[config.mk]
export PLATFORM = sky130hd
export DESIGN_NAME = implication_collector
export DESIGN_NICKNAME = d
export VERILOG_FILES = /design/src/rtl/implication_collector.sv
export SDC_FILE = /design/constraint.sdc
export NUM_CORES = 1
export LEC_CHECK = 0
export BUFFER_PORTS_ARGS = -buffer_cell sky130_fd_sc_hd__buf_4
export CAP_MARGIN = 0
export CORE_MARGIN = 1.5
export CORE_UTILIZATION = 35
export CTS_CLUSTER_DIAMETER = 120
export CTS_CLUSTER_SIZE = 24
export DETAILED_ROUTE_END_ITERATION = 8
export GPL_ROUTABILITY_DRIVEN = 0
export HOLD_SLACK_MARGIN = 0.12
export PLACE_DENSITY_LB_ADDON = 0.25
export SYNTH_ARGS = -nofsm -noshare
export SYNTH_HDL_FRONTEND = slang
export SYNTH_SLANG_ARGS = --single-unit
[constraint.sdc]
create_clock -name clk -period 5.46 [get_ports clk]
set_input_delay 0.273 -clock clk [delete_from_list [all_inputs] [get_ports clk]]
set_output_delay 0.273 -clock clk [all_outputs]
set_load 0.02 [all_outputs]
[src/rtl/implication_collector.sv]
// rtl/implication_collector.sv - collects newly implied LUT pins and streams them as (var, value)
// Optional macro: IMPLICATION_COLLECTOR_STATS_EN adds saturating stat_implications / stat_conflicts counters.
module implication_collector #(
    parameter int LUT_SIZE     = 8,
    parameter int VAR_ID_WIDTH = 16,
    parameter int CNT_WIDTH    = $clog2(LUT_SIZE + 2)
) (
    input  logic                                clk,
    input  logic                                reset,
    input  logic                                in_valid,
    output logic                                in_ready,
    input  logic [2*LUT_SIZE+1:0]               pins,
    input  logic [2*LUT_SIZE+1:0]               implied_pins,
    input  logic                                conflict,
    input  logic [(LUT_SIZE+1)*VAR_ID_WIDTH-1:0] pin_vars,
    output logic                                out_valid,
    input  logic                                out_ready,
    output logic [VAR_ID_WIDTH-1:0]             out_var,
    output logic                                out_value,
    output logic                                done,
    output logic                                done_conflict,
    output logic [CNT_WIDTH-1:0]                done_count,
    output logic                                busy
`ifdef IMPLICATION_COLLECTOR_STATS_EN
    ,
    output logic [31:0]                         stat_implications,
    output logic [31:0]                         stat_conflicts
`endif
);

    localparam int NPINS = LUT_SIZE + 1;
    localparam int IDX_W = (NPINS > 1) ? $clog2(NPINS) : 1;

    typedef enum logic [1:0] {
        IDLE = 2'd0,
        EMIT = 2'd1,
        DONE = 2'd2
    } state_t;

    state_t                          state;
    logic [NPINS-1:0]                mask;
    logic [NPINS-1:0]                value_q;
    logic [NPINS*VAR_ID_WIDTH-1:0]   vars_q;
    logic                            conflict_q;
    logic [CNT_WIDTH-1:0]            count;
    logic [IDX_W-1:0]                cur_idx;

    logic [NPINS-1:0]                new_mask;
    logic [NPINS-1:0]                new_value;
    logic [IDX_W-1:0]                new_idx;
    logic [NPINS-1:0]                rest_mask;
    logic [IDX_W-1:0]                rest_idx;

    // Lowest-index set bit; pin order is inputs first, then the output pin.
    function automatic logic [IDX_W-1:0] lowest(input logic [NPINS-1:0] m);
        logic [IDX_W-1:0] r;
        r = '0;
        for (int i = NPINS - 1; i >= 0; i--) begin
            if (m[i]) begin
                r = IDX_W'(i);
            end
        end
        return r;
    endfunction

    // A pin is newly assigned when it was UNKNOWN and imply produced a definite 0/1.
    always_comb begin
        new_mask  = '0;
        new_value = '0;
        for (int i = 0; i < NPINS; i++) begin
            new_mask[i]  = (pins[2*i +: 2] == 2'b11) && (implied_pins[2*i+1] == 1'b0);
            new_value[i] = implied_pins[2*i];
        end
    end

    // Candidate selection for the first emission and for the one following a handshake.
    always_comb begin
        new_idx   = lowest(new_mask);
        rest_mask = mask & ~(NPINS'(1) << cur_idx);
        rest_idx  = lowest(rest_mask);
    end

    assign in_ready = (state == IDLE);
    assign busy     = (state != IDLE);

    // Main control FSM; all stream and completion outputs are registered here.
    always_ff @(posedge clk or posedge reset) begin
        if (reset) begin
            state         <= IDLE;
            mask          <= '0;
            value_q       <= '0;
            vars_q        <= '0;
            conflict_q    <= 1'b0;
            count         <= '0;
            cur_idx       <= '0;
            out_valid     <= 1'b0;
            out_var       <= '0;
            out_value     <= 1'b0;
            done          <= 1'b0;
            done_conflict <= 1'b0;
            done_count    <= '0;
        end else begin
            case (state)
                IDLE: begin
                    done          <= 1'b0;
                    done_conflict <= 1'b0;
                    done_count    <= '0;
                    count         <= '0;
                    if (in_valid) begin
                        value_q    <= new_value;
                        vars_q     <= pin_vars;
                        conflict_q <= conflict;
                        if (conflict || (new_mask == '0)) begin
                            // A conflicting evaluation implies nothing, so its mask is dropped.
                            mask          <= '0;
                            state         <= DONE;
                            done          <= 1'b1;
                            done_conflict <= conflict;
                            done_count    <= '0;
                        end else begin
                            mask      <= new_mask;
                            cur_idx   <= new_idx;
                            out_valid <= 1'b1;
                            out_var   <= pin_vars[int'(new_idx)*VAR_ID_WIDTH +: VAR_ID_WIDTH];
                            out_value <= new_value[new_idx];
                            state     <= EMIT;
                        end
                    end
                end
                EMIT: begin
                    if (out_ready) begin
                        count <= count + 1'b1;
                        mask  <= rest_mask;
                        if (rest_mask == '0) begin
                            out_valid     <= 1'b0;
                            state         <= DONE;
                            done          <= 1'b1;
                            done_conflict <= conflict_q;
                            done_count    <= count + 1'b1;
                        end else begin
                            // Preload the next pin so emissions continue back to back.
                            cur_idx   <= rest_idx;
                            out_var   <= vars_q[int'(rest_idx)*VAR_ID_WIDTH +: VAR_ID_WIDTH];
                            out_value <= value_q[rest_idx];
                        end
                    end
                end
                DONE: begin
                    done          <= 1'b0;
                    done_conflict <= 1'b0;
                    done_count    <= '0;
                    count         <= '0;
                    state         <= IDLE;
                end
                default: begin
                    out_valid <= 1'b0;
                    done      <= 1'b0;
                    mask      <= '0;
                    state     <= IDLE;
                end
            endcase
        end
    end

`ifdef IMPLICATION_COLLECTOR_STATS_EN
    // Saturating activity counters for emitted implications and conflicting transactions.
    always_ff @(posedge clk or posedge reset) begin
        if (reset) begin
            stat_implications <= '0;
            stat_conflicts    <= '0;
        end else begin
            if (out_valid && out_ready && (stat_implications != 32'hFFFF_FFFF)) begin
                stat_implications <= stat_implications + 32'd1;
            end
            if (done && done_conflict && (stat_conflicts != 32'hFFFF_FFFF)) begin
                stat_conflicts <= stat_conflicts + 32'd1;
            end
        end
    end
`endif

endmodule

Word level (Yosys, flattened, before mapping)
Index checks and enable logic that the tools add are counted.

Bits in registers: 197. Input bits: 185. Logic and storage cells: 140.

Add/sub/neg operators: 1. $lt $le $gt $ge: 2. Eq/ne operators: 16. Shift-type cells: 3. Muxes and demuxes: 66. Bitwise logic cells: 12. Reduce and logical (&&, ||, !) cells: 27.

Operator list (number): indexed part select 144 x 9 -> 16 bit (2); two-way mux 4 bit (25); two-way mux 16 bit (4); one-hot mux 16 bit (2 select lines) (1); two-way mux 9 bit (3); one-hot mux 9 bit (3 select lines) (1); one-hot mux 4 bit (2 select lines) (3); == test 2 bit (second input constant) (10); zero test 9 bit (2); two-way mux 1 bit (18); AND reduction 3 bit (4); < comparator 4 x 5 -> 1 bit (second input constant) (2); != test 2 bit (second input constant) (5); inverter 1 bit (10); AND reduction 5 bit (2); bitwise AND 9 bit (1); logical AND 1 bit (9); inverter 9 bit (1); << shifter 1 x 4 -> 9 bit (first input constant) (1); binary-select mux 1 bit (select 4 bit) (2); two-way mux 2 bit (4); one-hot mux 1 bit (3 select lines) (2); AND reduction 2 bit (3); nonzero test 2 bit (3); other kinds (8) (9).

Depth between registers and ports, before layout
Depth after elaboration: 17. Depth in mapped cells: 12.

Least setup slack after synthesis
No wires, ideal clock.

Path type: reg2reg. From: register cur_idx[0]. To: register out_var[6]. Setup time: 0.094 ns. Arrival time: 2.548 ns. Data required time: 5.366 ns. Path slack: 2.818 ns. Stages on the path, launching flop included: 11. Path through: dfrtp_1 buf_6 mux2_4 o32a_1 or4_4 o221ai_4 nand2b_1 buf_6 buf_12 o221ai_2 a221oi_2.

Longest elaborated chain between the ends: 16. Elaborated cells between the ends (all ways): 19.

RTL lines: start, declared (RTL line 46) `logic [IDX_W-1:0] cur_idx;`; start signal, assigned (RTL line 122) `cur_idx <= new_idx;`; start signal, assigned (RTL line 142) `cur_idx <= rest_idx;`; << shifter 1 x 4 -> 9 bit (*) (RTL line 79) `rest_mask = mask & ~(NPINS'(1) << cur_idx);`; inverter 9 bit (*) (RTL line 79); bitwise AND 9 bit (*) (RTL line 79); two-way mux 4 bit (9 in series) (RTL line 59) `if (m[i]) begin`; indexed part select 144 x 9 -> 16 bit (RTL line 143) `out_var <= vars_q[int'(rest_idx)*VAR_ID_WIDTH +: VAR_ID_WIDTH];`; two-way mux 16 bit (RTL line 134) `if (rest_mask == '0) begin`; two-way mux 16 bit (RTL line 131) `if (out_ready) begin`; one-hot mux 16 bit (2 select lines) (RTL line 103) `case (state)`; end signal, assigned (RTL line 124) `out_var <= pin_vars[int'(new_idx)*VAR_ID_WIDTH +: VAR_ID_WIDTH];`; end signal, assigned (RTL line 143); end, declared (RTL line 18) `output logic [VAR_ID_WIDTH-1:0] out_var,`.

Mark *: on every way between the ends. The rest lies on a longest branch, timed or not. The select of a mux whose other input is x is not followed. A chain may end at the register's enable or synchronous reset.

Worst setup path after layout
From: register cur_idx[0]. To: register out_var[2].

Same word-level chain as after synthesis.

==> impl_metrics.py <==
metrics = {
    "outcome": {
        "status": "finished, final reports clean",
    },
    "job": {
        "cap_violations": 0,
    },
    "yosys": {
        "ys.flop_type": "dfrtp_1",
        "syn_area_per_cell_um2": 9.73,
        "synth-seq-cells": 197,
        "synthArstFlopShare_pct": 100,
        "syn_nets": 1335,
        "synthesis.instances": 1146,
        "synth_cell_type_count": 66,
        "synth.cell_area_um2": 11200,
        "synth.yosys.warnings": 0,
        "ys_seq_area_share_pct": 44.2,
        "synth_edf_count": 0,
    },
    "placement": {
        "dpl.hpwl_mm": 27.0,
        "place_inst": 1689,
        "io_buffers": 210,
    },
    "sta": {
        "fmax_mhz": 231,
        "rsz0062_at_grt": "no",
        "clock_skew_ns": 0.0195,
        "fin_crit_ns": 4.33,
        "hold_viol": 0,
        "period_share_pct": 79.3,
        "relSlewSlack_pct": 28.7,
        "worstMarginPinSlew_ns": 1.07,
        "finalSetupTns_ns": 0,
        "slew_viol_final": 0,
        "setup_viol": 0,
    },
    "pwr": {
        "p_leak_nw": 6.40,
        "swShare_pct": 39.0,
        "p_sw_mw": 2.56,
        "max-vdd-ir-drop_mv": 0.258,
        "intPower_mw": 4.01,
        "seq_power_share_pct": 38.3,
        "comb_power_share_pct": 41.7,
        "clkPwrFrac_pct": 20.0,
        "power_density_nw_per_um2": 432,
    },
    "routing": {
        "vias_per_cell": 5.67,
        "drc": 0,
        "firstDrtPassIters": 5,
        "wl_per_cell_um": 21.0,
        "vias": 10655,
        "drtIter0Drc": 822,
        "ant_nets": 0,
        "drt_wl_total_mm": 39.5,
    },
    "worst_hold_path": {
        "hold_end": "count[1]",
        "min-delay-path-class": "in2reg",
        "worstHoldStart": "out_ready",
        "hold_depth": 3,
    },
    "finish": {
        "area_growth_pct": 36.5,
        "instances_no_fill": 1879,
        "final_layout_size_suffix_gt1_share_pct": 29.0,
        "nets": 1650,
        "fill_cells": 2892,
        "final_cell_mix": "230 x buf_4, 197 x dfrtp_1, 155 x dlygate4sd3_1, 122 x mux2_2, 109 x nand2_1",
        "final_common_cell": "buf_4",
    },
    "cts": {
        "cts.path.max_buffers": 2,
        "tritoncts": "built",
        "cts-root-buf": "clkbuf_16",
        "clk_pin_slew_ns": 0.08,
        "cts_made_buffers": 17,
        "insertion_delay_ns": 0.45,
        "cts-htree-levels": 4,
        "postCtsSetupBuffers": 0,
        "cts_num_sinks": 197,
        "cts_resized": 0,
    },
    "global_routing": {
        "antenna_found_initial": 3,
        "grt_pass1_wl_mm": 61.4,
        "grt_max_degree": 121,
        "grt_use_total_pct": 24.1,
        "grt_pass1_vias": 10729,
        "overflow": 0,
    },
    "setup_path": {
        "cp_cell_sequence": "mux2_4 > o32a_1 > or4_4 > o221ai_4 > nand2b_1 > o221ai_1 > a221oi_1",
        "reg2regPathDepth": 7,
        "worstReg2RegStart": "cur_idx[0]",
        "cpLargestDelayFamily": "compound AO/OA/AOI/OAI gates",
        "cp_num_buf_inv": 0,
        "r2r_slack_ns": 1.13,
        "slowest_delay_ns": 0.91,
        "path_max_fanout": 36,
        "r2r-end": "out_var[2]",
        "critPathCaptureType": "register",
        "required_ns": 5.81,
        "worst_setup_path_start_kind": "register",
        "worstSetupPathType": "reg2reg",
        "crit_slowest_cell": "nand2b_1",
        "critPathArrivalTime_ns": 4.68,
        "crit_path_start": "cur_idx[0]",
    },
    "floorplan": {
        "core_area_um2": 31500,
        "io_pins": 211,
        "die_h_um": 182,
        "fp.dieW_um": 182,
        "start_util_pct": 35.4,
        "fp.dieArea_um2": 33000,
        "rows": 65,
    },
}
[flip-flops by register name, indices dropped and copies added (netlist names), 2 cells and up]
signal      flops
count           4
out_var        16
vars_q        144
state           2
cur_idx         4
value_q         9
mask            9
done_count      4
[worst max-delay path by stage]
stage                  to  slack, ns  depth (start not counted)
2_1_floorplan  conflict_q       2.64                          1
3_3_place_gp   out_var[2]       1.32                          7
3_5_place_dp   out_var[1]       1.17                          7
4_1_cts        out_var[1]       1.17                          7
5_1_grt        out_var[1]       0.83                          7
6_report       out_var[2]       1.13                          7
[routing by layer]
metal	track usage, %	vias to the layer above	wire length [µm]
li1	-	4896	-
met5	0	-	0
met3	3.47	46	2010
met1	29.7	5331	15900
met4	6.47	0	786
met2	43.9	382	20800
[logic make-up after synthesis]
family	synth area share (%)
compound gates	25.5
xor+xnor	0.157
fa+ha+maj	0.449
buf+inv	5.62
flops	44.2
mux	12.8
simple gates	11.2
[per-stage QoR]
step	hold WS [ns]	cell area [µm²]	power (mW)	setup slack, ns	util (%)
after CTS	0.147	15200	6.58	1.17	48.4
after global placement	0.269	13100	5.11	1.32	41.6
after global routing	0.169	15200	6.95	0.827	48.4
final	0.164	15200	6.57	1.13	48.4
after floorplan	0.390	11200	4.27	2.64	-
after detailed placement	0.270	13100	5.18	1.17	41.6
[tightest hold or removal path, stage by stage]
cell	delay (ns)
buf_4	0.14
nand2_1	0.07
o21ai_0	0.07
[what timing repair did]
item | CTS | global route
setup endpoints to repair | 0 | 0
hold buffers | 155 | 0
endpoints found under the hold margin | 165 | 0
[synthesized netlist by cell type (16+ instances only)]
library cell	n	area, µm²
dfrtp_1	197	4930
mux2_2	122	1370
nand2_1	110	413
o211ai_1	108	811
o21ai_0	104	521
a21oi_1	71	355
clkbuf_1	65	244
inv_1	61	229
nand3_1	40	200
nor2_1	26	97.6
o221ai_1	22	193
nand2b_1	21	131
a31oi_1	20	125
a21boi_0	16	120
or3_1	16	100
[cell type report]
| cell class | count | area [µm²] | area share, % |
|---|---|---|---|
| Inverter | 61 | 233 | 1.53 |
| Timing Repair Buffer | 386 | 3300 | 21.7 |
| Antenna cell | 3 | 7.51 | 0.0493 |
| Tap cell | 402 | 503 | 3.30 |
| Sequential cell | 197 | 4930 | 32.4 |
| Multi-Input combinational cell | 798 | 5670 | 37.2 |
| Clock buffer | 18 | 429 | 2.82 |
| Clock inverter | 14 | 160 | 1.05 |
[power by group through the flow]
stage	logic, mW	clock network (mW)	registers (mW)
global route	2.97	1.39	2.60
CTS	2.75	1.33	2.51
global placement	2.61	0	2.51
detailed placement	2.65	0	2.53
floorplan	1.81	0	2.47
finish	2.74	1.31	2.52
Power figures use the tool's default switching activity.
